<file path="src/rtl/mux8_rr_arbiter.sv">
// Round-robin arbiter sharing one external 8:1 single-bit mux among eight requesters.
// Drives the registered mux select and samples the mux output one cycle later.
module mux8_rr_arbiter #(
    parameter int unsigned MAX_HOLD = 4,
    parameter int unsigned CNT_W    = 4
) (
    input  logic       clk,
    input  logic       rst,
    input  logic [7:0] req,
    input  logic       mux_out,
    output logic [2:0] sel,
    output logic [7:0] gnt,
    output logic       busy,
    output logic       out_bit,
    output logic       out_valid
);

    localparam int unsigned N     = 8;
    localparam int unsigned SEL_W = 3;

    typedef enum logic {
        IDLE  = 1'b0,
        GRANT = 1'b1
    } state_t;

    state_t             state, state_n;
    logic [SEL_W-1:0]   sel_n;
    logic [N-1:0]       gnt_n;
    logic               busy_n;
    logic [SEL_W-1:0]   ptr, ptr_n;
    logic [CNT_W-1:0]   hold_cnt, hold_n;
    logic [SEL_W-1:0]   winner;
    logic [N-1:0]       others;
    logic               at_max;

    // First set bit of r scanning upward from start, wrapping 7->0.
    function automatic logic [SEL_W-1:0] scan_from(input logic [N-1:0] r,
                                                   input logic [SEL_W-1:0] start);
        logic [SEL_W-1:0] idx;
        scan_from = start;
        for (int i = N - 1; i >= 0; i--) begin
            idx = start + SEL_W'(i);
            if (r[idx]) scan_from = idx;
        end
    endfunction

    always_ff @(posedge clk or posedge rst) begin
        if (rst) begin
            state     <= IDLE;
            sel       <= '0;
            gnt       <= '0;
            busy      <= 1'b0;
            ptr       <= '0;
            hold_cnt  <= '0;
            out_bit   <= 1'b0;
            out_valid <= 1'b0;
        end else begin
            state     <= state_n;
            sel       <= sel_n;
            gnt       <= gnt_n;
            busy      <= busy_n;
            ptr       <= ptr_n;
            hold_cnt  <= hold_n;
            out_bit   <= mux_out;
            out_valid <= |gnt;
        end
    end

    always_comb begin
        state_n = state;
        sel_n   = sel;
        gnt_n   = gnt;
        ptr_n   = ptr;
        hold_n  = hold_cnt;
        winner  = '0;
        others  = req & ~(N'(1) << sel);
        at_max  = (hold_cnt == CNT_W'(MAX_HOLD));

        case (state)
            IDLE: begin
                if (req != '0) begin
                    winner  = scan_from(req, ptr);
                    state_n = GRANT;
                    sel_n   = winner;
                    gnt_n   = N'(1) << winner;
                    hold_n  = CNT_W'(1);
                end
            end
            GRANT: begin
                // Voluntary release wins over forced rotation; both advance ptr the same way.
                if (!req[sel] || (at_max && others != '0)) begin
                    ptr_n = sel + SEL_W'(1);
                    if (others != '0) begin
                        winner = scan_from(others, sel + SEL_W'(1));
                        sel_n  = winner;
                        gnt_n  = N'(1) << winner;
                        hold_n = CNT_W'(1);
                    end else begin
                        state_n = IDLE;
                        gnt_n   = '0;
                        hold_n  = '0;
                    end
                end else if (!at_max) begin
                    hold_n = hold_cnt + CNT_W'(1);
                end
            end
            default: begin
                state_n = IDLE;
                gnt_n   = '0;
            end
        endcase

        busy_n = (state_n == GRANT);
    end

endmodule

</file>
<file path="config.mk">
export PLATFORM = sky130hd
export DESIGN_NAME = mux8_rr_arbiter
export DESIGN_NICKNAME = d
export VERILOG_FILES = /design/src/rtl/mux8_rr_arbiter.sv
export SDC_FILE = /design/constraint.sdc
export NUM_CORES = 1
export LEC_CHECK = 0
export CORE_AREA = 2 2 115 117
export CTS_CLUSTER_DIAMETER = 120
export DETAILED_ROUTE_END_ITERATION = 10
export DIE_AREA = 0 0 117 119
export PLACE_DENSITY = 0.38
export REMOVE_ABC_BUFFERS = 1
export SKIP_CTS_REPAIR_TIMING = 1
export SYNTH_ARGS = -nofsm -noshare
export SYNTH_HDL_FRONTEND = slang
export SYNTH_SLANG_ARGS = --single-unit
export TNS_END_PERCENT = 30
</file>
<file path="constraint.sdc">
create_clock -name clk -period 4 [get_ports clk]
set_input_delay 0.4 -clock clk [delete_from_list [all_inputs] [get_ports clk]]
set_output_delay 0.4 -clock clk [all_outputs]
set_load 0.05 [all_outputs]
</file>
==> flow_metrics.py <==
metrics = {
    "worst_setup_path": {
        "critical_path.endpoint": "gnt[0]",
        "worst-setup-path-type": "reg -> reg",
        "cp_max_fo": 30,
        "start_kind": "flop",
        "cp_num_cells": 9,
        "startpoint": "sel[0]",
        "cp_slowest_cell": "mux2i_1",
        "regToRegSetupSlack_ns": 0.55,
        "cp_data_arrival_time_ns": 3.59,
        "worst-path-buf-inv": 1,
        "crit_chain": "buf_4 > mux2i_1 > a21oi_1 > o211ai_1 > a32oi_1 > a221o_1 > a31oi_1 > nand2_1 > o31ai_1",
        "end_kind": "flop",
        "reg2reg_depth": 9,
        "required_ns": 4.15,
        "crit_family": "compound AO/OA/AOI/OAI gates",
        "r2r_end": "gnt[0]",
        "r2r-start": "sel[0]",
        "cpPeakStageDelay_ns": 0.59,
    },
    "yosys": {
        "synthesis.area_um2": 3100,
        "synth_ff_type": "dfrtp_1",
        "synthAdderAreaFrac_pct": 4.84,
        "ys_ff_latch": 21,
        "synth_compound_area_share_pct": 28.7,
        "synth_top_family_by_area": "compound AO/OA/AOI/OAI gates",
        "synthArstFlopShare_pct": 100,
        "synth-simple-area-share_pct": 16.0,
        "synth_edf_count": 0,
        "ys_seq_area_share_pct": 16.9,
        "syn_area_per_cell_um2": 8.81,
        "synthMuxAreaShare_pct": 23.5,
        "synth_xor_area_share_pct": 3.63,
        "yosysWarnings": 0,
        "ys_types": 68,
        "synthCells": 352,
    },
    "drt": {
        "via_count": 2919,
        "first_pass_iters": 5,
        "viasPerCell": 5.37,
        "drt-wirelength-per-cell_um": 17.9,
        "drtAntennaViolNets": 0,
        "drc": 0,
        "drt_iter0_drc": 144,
        "routed_wl_um": 9740,
    },
    "hold_path": {
        "min_path_cells": 2,
        "hold_path_startpoint": "gnt[6]",
        "holdCritPathClass": "reg -> reg",
    },
    "finish": {
        "drive_gt1_share_pct": 16.8,
        "n_fill_cell": 1374,
        "syn2layout_area_growth_pct": 16.5,
        "fin_util_pct": 28.1,
        "n_antenna_cell": 0,
        "fin_nets": 392,
    },
    "grt": {
        "grt_usage_pct": 14.5,
        "grt_antenna_before_repair": 0,
        "grt_max_degree": 31,
        "grt-ovfl-total": 0,
        "grt_pass1_wl_um": 16100,
        "grt_pass1_vias": 2915,
    },
    "floorplan": {
        "die_w_um": 117,
        "rows": 42,
        "core_area_um2": 12900,
        "initial_core_util_pct": 24.1,
        "dieArea_um2": 13900,
        "pin_count": 25,
        "die_height_um": 119,
    },
    "clock_tree": {
        "cts_tree": "yes",
        "clockBufferDepth": 2,
        "clk_pin_slew_ns": 0.06,
        "clock_sinks": 21,
        "clk_latency_ns": 0.25,
        "cts_made_buffers": 3,
        "cts-htree-levels": 1,
        "cts_root_buf": "clkbuf_16",
    },
    "outcome": {
        "status": "finished clean",
    },
    "sta": {
        "finalClockSkew_ns": 0.00529,
        "setup_ws_ns": 0.553,
        "slew_headroom_pct": 43.3,
        "slew_violations": 0,
        "max_freq_mhz": 290,
        "setup_viol": 0,
        "tns_ns": 0,
        "hold_viol": 0,
        "finalCritPeriodShare_pct": 86.2,
        "fin_crit_ns": 3.45,
        "tightest_slew_ns": 0.850,
        "rsz0062_at_grt": "no",
    },
    "placement": {
        "place_ws_ns": 0.471,
        "hpwl_um": 7550,
        "gp_congestion": 0.839,
        "numPortBuffers": 24,
    },
    "run": {
        "max_cap_viol_count": 0,
    },
}
-- sequential cells by signal, summed over array words and instances (netlist names) --
name	cells
ptr	3
gnt	8
state	1
hold_cnt	4
out_valid	1
sel	3
out_bit	1
-- cells by family after synthesis --
family	Yosys count
adders and majority gates	12
muxes	50
and+or+nand+nor	96
AOI/OAI and AO/OA	117
DFF	21
buffers and inverters	44
xor gates and xnor gates	12
-- synthesized netlist by cell type, drive strengths merged (3+ instances only) --
cell     n  area, um^2
nor2b    8        50.1
mux2    14         165
xnor2    5        43.8
and2     5        31.3
nor2    19        71.3
a22oi    5        37.5
inv     19        71.3
o211a    5        50.1
buf      9        63.8
xor2     7        68.8
o211ai  11        82.6
a221o    3        30.0
nand2   27         101
ha      12         150
a211o    4        35.0
nor3     5        25.0
a221oi   4        41.3
clkbuf  16        61.3
nor4     6        37.5
mux4    16         360
o31ai   11        87.6
a211oi  10        85.1
a31oi    7        43.8
nand2b   3        18.8
a21oi   11        55.1
nand3    7        35.0
dfrtp   21         526
a32oi    5        43.8
nand3b   3        22.5
mux2i   20         204
o21ai   18        93.8
-- worst min-delay path by stage --
stage                end  slack [ns]
6_report       out_valid        0.51
2_1_floorplan     gnt[0]        0.38
5_1_grt        out_valid        0.56
3_3_place_gp   out_valid        0.51
3_5_place_dp   out_valid        0.50
4_1_cts        out_valid        0.51
-- metrics by stage --
stage	hold slack, ns	instances	cell area (um^2)
after detailed placement	0.499	540	3530
after global routing	0.557	544	3610
after global placement	0.507	540	3530
after floorplan	0.377	327	2980
after CTS	0.514	544	3610
final	0.508	544	3610
-- final cells by class --
type / count / area, um^2 / share of cell area, %
tap: 176 / 220 / 6.10
multi-input combinational: 287 / 2380 / 65.8
clock buffer: 4 / 78.8 / 2.18
timing repair buffer: 37 / 338 / 9.35
inverter: 19 / 71.3 / 1.97
sequential: 21 / 526 / 14.5
-- cells in the final DEF, fill, tap and decap left out, types with 11 or more instances in the layout --
master / netlist / final
mux2i_1: 19 / 19
o21ai_0: 14 / 14
mux4_2: 16 / 16
nor2_1: 19 / 19
inv_1: 13 / 13
ha_1: 12 / 12
clkdlybuf4s50_1: 0 / 24
o211ai_1: 11 / 11
a21oi_1: 11 / 11
dfrtp_1: 21 / 21
buf_4: 0 / 13
nand2_1: 27 / 27
-- worst register-to-register path: cells and delay by family (launching register included) --
family / cells / cell delay, ns
and+or+nand+nor: 1 / 0.21
DFF: 1 / 0.46
AOI/OAI and AO/OA: 6 / 1.66
buffers and inverters: 1 / 0.41
muxes: 1 / 0.60
-- metal layers --
metal,global-route usage (%),up-vias,routed length [um]
met3,0.916,4,232
met4,2.13,0,66
met1,20.6,1454,4580
met2,24.6,50,4850
li1,-,1411,-
met5,0,-,0
Power is not shown: default switching activity piles up to over one toggle a cycle in this logic, so the estimate is an artifact.
